### config.mk
export PLATFORM = sky130hd
export DESIGN_NAME = alu_seq
export DESIGN_NICKNAME = d
export VERILOG_FILES = /design/src/rtl/alu_pkg.sv /design/src/rtl/alu_core.sv /design/src/rtl/alu_seq.sv
export SDC_FILE = /design/constraint.sdc
export NUM_CORES = 1
export LEC_CHECK = 0
export ABC_AREA = 1
export CAP_MARGIN = 20
export CORE_MARGIN = 2
export CORE_UTILIZATION = 25
export CTS_BUF_LIST = sky130_fd_sc_hd__clkbuf_8
export DETAILED_ROUTE_END_ITERATION = 8
export SYNTH_ARGS = -nofsm -noshare
export SYNTH_HDL_FRONTEND = slang
export SYNTH_HIERARCHICAL = 1
export SYNTH_SLANG_ARGS = --single-unit
### constraint.sdc
create_clock -name clk -period 2.28 [get_ports clk]
set_input_delay 0.57 -clock clk [delete_from_list [all_inputs] [get_ports clk]]
set_output_delay 0.57 -clock clk [all_outputs]
set_load 0.01 [all_outputs]
### src/rtl/alu_pkg.sv
// Shared opcode/state definitions for the sequential accumulator ALU.
package alu_pkg;

    localparam int OPW           = 4;
    localparam int OP_LAST_LEGAL = 9;

    typedef enum logic [OPW-1:0] {
        OP_PASS = 4'd0,
        OP_NOT  = 4'd1,
        OP_NEG  = 4'd2,
        OP_ADD  = 4'd3,
        OP_SUB  = 4'd4,
        OP_AND  = 4'd5,
        OP_OR   = 4'd6,
        OP_XOR  = 4'd7,
        OP_SHL  = 4'd8,
        OP_SHR  = 4'd9
    } alu_op_t;

    typedef enum logic [1:0] {
        IDLE  = 2'd0,
        SHIFT = 2'd1,
        HOLD  = 2'd2
    } alu_state_t;

endpackage

### src/rtl/alu_core.sv
// Combinational single-cycle ALU datapath: result, signed overflow and illegal-op.
// ALU_SAT_EN: when defined, ADD/SUB/NEG saturate on overflow instead of wrapping.
module alu_core
    import alu_pkg::*;
#(
    parameter int WIDTH = 11
) (
    input  logic [OPW-1:0]   op,
    input  logic [WIDTH-1:0] acc,
    input  logic [WIDTH-1:0] b,
    output logic [WIDTH-1:0] res,
    output logic             ovf,
    output logic             ill
);

`ifdef ALU_SAT_EN
    localparam bit SAT = 1'b1;
`else
    localparam bit SAT = 1'b0;
`endif

    localparam logic [WIDTH-1:0] MAX_V = {1'b0, {(WIDTH-1){1'b1}}};
    localparam logic [WIDTH-1:0] MIN_V = {1'b1, {(WIDTH-1){1'b0}}};
    localparam logic [WIDTH-1:0] ONE_V = {{(WIDTH-1){1'b0}}, 1'b1};

    logic [WIDTH-1:0] sum_s;
    logic [WIDTH-1:0] diff_s;
    logic [WIDTH-1:0] neg_s;
    logic [WIDTH-1:0] sat_s;

    assign sum_s  = acc + b;
    assign diff_s = acc - b;
    assign neg_s  = ~acc + ONE_V;
    // An ADD/SUB overflow always has the true result sign equal to acc's sign.
    assign sat_s  = acc[WIDTH-1] ? MIN_V : MAX_V;

    // Opcode decode and result select
    always_comb begin
        res = {WIDTH{1'b0}};
        ovf = 1'b0;
        ill = 1'b0;
        case (op)
            OP_PASS: res = acc;
            OP_NOT:  res = ~acc;
            OP_NEG: begin
                ovf = (acc == MIN_V);
                res = (SAT && ovf) ? MAX_V : neg_s;
            end
            OP_ADD: begin
                ovf = (acc[WIDTH-1] == b[WIDTH-1]) && (sum_s[WIDTH-1] != acc[WIDTH-1]);
                res = (SAT && ovf) ? sat_s : sum_s;
            end
            OP_SUB: begin
                ovf = (acc[WIDTH-1] != b[WIDTH-1]) && (diff_s[WIDTH-1] != acc[WIDTH-1]);
                res = (SAT && ovf) ? sat_s : diff_s;
            end
            OP_AND:  res = acc & b;
            OP_OR:   res = acc | b;
            OP_XOR:  res = acc ^ b;
            // Zero-amount shifts resolve here; nonzero amounts go through the sequencer.
            OP_SHL:  res = acc;
            OP_SHR:  res = acc;
            default: begin
                res = {WIDTH{1'b0}};
                ill = (op > OP_LAST_LEGAL[OPW-1:0]);
            end
        endcase
    end

endmodule

### src/rtl/alu_seq.sv
// Sequential accumulator ALU: valid/ready handshake, bit-serial shifter, registered flags.
// ALU_SAT_EN (see alu_core) selects saturating ADD/SUB/NEG.
module alu_seq
    import alu_pkg::*;
#(
    parameter int WIDTH = 11,
    parameter int SHW   = $clog2(WIDTH) + 1
) (
    input  logic             clk,
    input  logic             rst_n,
    input  logic             in_valid,
    output logic             in_ready,
    input  logic [OPW-1:0]   op,
    input  logic [WIDTH-1:0] acc,
    input  logic [WIDTH-1:0] b,
    output logic             out_valid,
    input  logic             out_ready,
    output logic [WIDTH-1:0] out,
    output logic             flag_z,
    output logic             flag_n,
    output logic             flag_v,
    output logic             flag_ill
);

    localparam logic [SHW-1:0] CNT_ONE = {{(SHW-1){1'b0}}, 1'b1};
    localparam logic [SHW-1:0] CNT_MAX = SHW'(WIDTH);

    alu_state_t       state_r;
    logic [WIDTH-1:0] work_r;
    logic [SHW-1:0]   cnt_r;
    logic             shr_r;

    logic [WIDTH-1:0] core_res_s;
    logic             core_ovf_s;
    logic             core_ill_s;
    logic [SHW-1:0]   shamt_s;
    logic [SHW-1:0]   shamt_clamp_s;
    logic             is_shift_s;
    logic             accept_s;
    logic [WIDTH-1:0] work_next_s;

    alu_core #(.WIDTH(WIDTH)) u_core (
        .op  (op),
        .acc (acc),
        .b   (b),
        .res (core_res_s),
        .ovf (core_ovf_s),
        .ill (core_ill_s)
    );

    assign shamt_s       = b[SHW-1:0];
    assign shamt_clamp_s = (shamt_s > CNT_MAX) ? CNT_MAX : shamt_s;
    assign is_shift_s    = (op == OP_SHL) || (op == OP_SHR);
    assign in_ready      = (state_r == IDLE) || ((state_r == HOLD) && out_ready);
    assign accept_s      = in_valid && in_ready;
    assign work_next_s   = shr_r ? {work_r[WIDTH-1], work_r[WIDTH-1:1]}
                                 : {work_r[WIDTH-2:0], 1'b0};

    // Control FSM, serial shifter and result/flag registers
    always_ff @(posedge clk) begin
        if (!rst_n) begin
            state_r   <= IDLE;
            work_r    <= {WIDTH{1'b0}};
            cnt_r     <= {SHW{1'b0}};
            shr_r     <= 1'b0;
            out_valid <= 1'b0;
            out       <= {WIDTH{1'b0}};
            flag_z    <= 1'b0;
            flag_n    <= 1'b0;
            flag_v    <= 1'b0;
            flag_ill  <= 1'b0;
        end else begin
            case (state_r)
                IDLE, HOLD: begin
                    if (accept_s) begin
                        if (is_shift_s && (shamt_s != {SHW{1'b0}})) begin
                            work_r    <= acc;
                            cnt_r     <= shamt_clamp_s;
                            shr_r     <= (op == OP_SHR);
                            out_valid <= 1'b0;
                            state_r   <= SHIFT;
                        end else begin
                            out       <= core_res_s;
                            flag_z    <= (core_res_s == {WIDTH{1'b0}});
                            flag_n    <= core_res_s[WIDTH-1];
                            flag_v    <= core_ovf_s;
                            flag_ill  <= core_ill_s;
                            out_valid <= 1'b1;
                            state_r   <= HOLD;
                        end
                    end else if ((state_r == HOLD) && out_ready) begin
                        out_valid <= 1'b0;
                        state_r   <= IDLE;
                    end else begin
                        state_r   <= state_r;
                    end
                end
                SHIFT: begin
                    work_r <= work_next_s;
                    cnt_r  <= cnt_r - CNT_ONE;
                    if (cnt_r == CNT_ONE) begin
                        out       <= work_next_s;
                        flag_z    <= (work_next_s == {WIDTH{1'b0}});
                        flag_n    <= work_next_s[WIDTH-1];
                        flag_v    <= 1'b0;
                        flag_ill  <= 1'b0;
                        out_valid <= 1'b1;
                        state_r   <= HOLD;
                    end else begin
                        state_r   <= SHIFT;
                    end
                end
                default: begin
                    out_valid <= 1'b0;
                    state_r   <= IDLE;
                end
            endcase
        end
    end

endmodule

==> reports/results.txt <==
DP HPWL -> 12500 um
kind of critical path -> in2reg
setup slack, reg-to-reg -> 0.59 ns
Sink Count -> 34
Clk Latency, worst-skew pair -> 0.29 ns
Pint -> 1450 uW
Crit Path Max Fanout -> 4
Worst Setup End Kind -> flip-flop
Antenna diodes -> 0
Die X -> 135 um
Sw Ratio -> 0.381
vias per std cell -> 4.73
initial antenna violation count -> 0
# rows -> 47
headroom to the max-slew limit -> 0.629
Final Skew -> 0.00299 ns
WHS -> 0.468 ns
WHS Path Cells -> 2
fin crit share -> 0.965
post-synth cell types -> 41
worst hold path class -> reg2reg
first-pass GRT wire length -> 24500 um
async set-reset flop share out of synthesis -> 0
Slew Viols, Final -> 0
final instance area -> 0.00631 sq mm
clk slew on worst S/H paths -> 0.07 ns
reg2reg start -> state_r[1]
Die H -> 135 um
register area share after synthesis -> 0.159
CP required -> 2.47 ns
ANT nets after route -> 0
maxcap violations -> 0
Storage cell area -> 681 sq um
Worst setup SP type -> input pin
final WL -> 15700 um
Multi-input gate area -> 0.00345 sq mm
Layout Nets -> 954
Synth Instances -> 732
YS warnings -> 6
routed len/inst -> 14.2 um
R2R cell count -> 7
Yosys top cell area share -> 0.175
synth cell count leaders -> 200 x nand2_1, 93 x nand3_1, 92 x inv_1, 87 x nor2_1, 38 x o21ai_0
Avg Cell Area, Syn -> 5.85 sq um
Ports -> 47
mapped cell area -> 0.00428 sq mm
H-tree Lvls -> 2
Placed Area -> 0.00574 sq mm
port bufs -> 46
Total Routing Usage GR -> 0.169
CP Data Arrival Time -> 2.39 ns
Clk pwr share -> 0.228
worst vdd ir -> 0.245 mV
worst slew pin tran -> 0.555 ns
count leader, synth -> nand2_1
Clock Path Buffers -> 2
gpl congestion -> 0.929
total number of vias -> 5232
share of power burned in registers -> 0.282
number of synthesized flops with an enable pin -> 0
pin count of the biggest net entering global routing -> 30
Area Growth Syn to Fin -> 47.4%
layout cells sized above 1 -> 0.315
most area-consuming cells after synthesis -> nand2_1 18%, dfxtp_1 16%, nand3_1 11%
DRT iter0 DRCs -> 492
DRC violation count after routing -> 0
clock tree from TritonCTS -> done
final setup fails -> 0
die area -> 0.0182 sq mm
Leak -> 0.00309 uW
Net Sw Power -> 894 uW
Placeable Area -> 0.0166 sq mm
Fin. Hold Viols -> 0
FF+latch count, synth -> 34
fill count -> 1793
Post-synth top flop -> dfxtp_1
reg-to-reg endpoint -> out[3]
Fmax -> 454 MHz
status -> completed
Syn Nets -> 801
vias in the first global route -> 4844
Initial Utilization -> 0.257
Gate power share -> 0.490
largest area contributor in the netlist -> nand2_1
crit path time final -> 2.20 ns
total CTS buffers -> 5
worst min-delay path startpoint -> out_valid
Hold EP -> out_valid
final global-route overflow total -> 0
power per cell area -> 372 mW/mm^2
Root Driver -> clkbuf_8
Detailed Routing Iterations Pass 1 -> 5
==> per-layer routing <==
metal / up-vias / GRT usage / share of wire
met2: 168 / 0.286 / 0.47
met3: 15 / 0.0139 / 0.048
met4: 0 / 0.0345 / 0.012
met5: - / 0 / 0
li1: 2660 / - / -
met1: 2389 / 0.236 / 0.47
==> registers in the layout, indices dropped and copies added (netlist names) <==
name	flops
flag_z	1
flag_ill	1
flag_v	1
shr_r	1
state_r	2
cnt_r	5
work_r	11
out	10
flag_n	1
out_valid	1
==> critical path, stage by stage <==
cell,delay [ns]
buf_6,0.11
clkinvlp_4,0.10
ha_4,0.13
inv_2,0.04
fa_2,0.41
buf_6,0.13
nand2_1,0.07
nand3_2,0.09
a21oi_2,0.15
o21ai_2,0.07
nand4_1,0.10
inv_2,0.06
nand4_1,0.07
nor2_1,0.04
nand2_1,0.06
nand3_1,0.07
nand2_1,0.07
inv_1,0.03
==> final cells by class <==
class | count | share of cell area
repair buffers | 168 | 0.219
inverters | 106 | 0.0660
clock buffers | 8 | 0.0174
multi-input cells | 570 | 0.546
well taps | 220 | 0.0436
flip-flops and latches | 34 | 0.108
==> power groups by stage <==
stage | clock (uW) | combinational [uW] | sequential, uW
3_3_place_gp | 0 | 1010 | 674
6_report | 534 | 1150 | 662
2_1_floorplan | 0 | 538 | 681
3_5_place_dp | 0 | 1010 | 675
4_1_cts | 537 | 1100 | 663
5_1_grt | 567 | 1260 | 667
==> cell usage in the layout (no fill, tap or decap), types with 12 or more instances in the layout <==
master / netlist / final
a21oi_1: 30 / 20
buf_4: 4 / 116
o21ai_0: 38 / 29
inv_2: 11 / 32
nand2_2: 7 / 16
inv_1: 92 / 68
nand4_1: 12 / 12
nand2_1: 200 / 188
nand3_2: 3 / 12
dfxtp_1: 34 / 34
ha_1: 37 / 22
nor2_2: 9 / 15
clkdlybuf4s50_1: 0 / 21
nor2_1: 87 / 75
nand3_1: 93 / 82
==> cell families after synthesis <==
logic type,after synthesis,share of synthesized area
and+or+nand+nor,435,0.465
buffers and inverters,128,0.132
AOI/OAI and AO/OA,95,0.124
adders and majority gates,39,0.117
DFF,34,0.159
xor gates and xnor gates,1,0.00205
==> worst max path at each step <==
stage / from / to / cells after the start
after floorplan: acc[0] / flag_z / 18
after global placement: acc[0] / flag_z / 17
after detailed placement: acc[0] / flag_z / 17
after CTS: acc[0] / flag_z / 18
after global routing: acc[0] / flag_z / 18
final: acc[0] / flag_z / 18
==> what timing repair did <==
item                       in CTS  in global routing
pin swaps                      23                 27
resized for setup             109                 67
setup endpoints to repair      14                 13
buffers inserted                2                  3
hold buffers                    0                  0
==> per-stage QoR <==
step / setup slack, ns / setup TNS, ns / cells / total power [uW] / util
after global placement: -0.839 / -9.43 / 1093 / 1680 / 0.345
final: 0.0787 / 0 / 1106 / 2350 / 0.379
after global routing: -0.0166 / -0.0174 / 1106 / 2490 / 0.379
after floorplan: 0.0195 / 0 / 732 / 1220 / -
after CTS: -0.0722 / -0.0922 / 1103 / 2300 / 0.368
after detailed placement: -0.822 / -9.72 / 1093 / 1690 / 0.345
(Power assumes the default switching activity.)
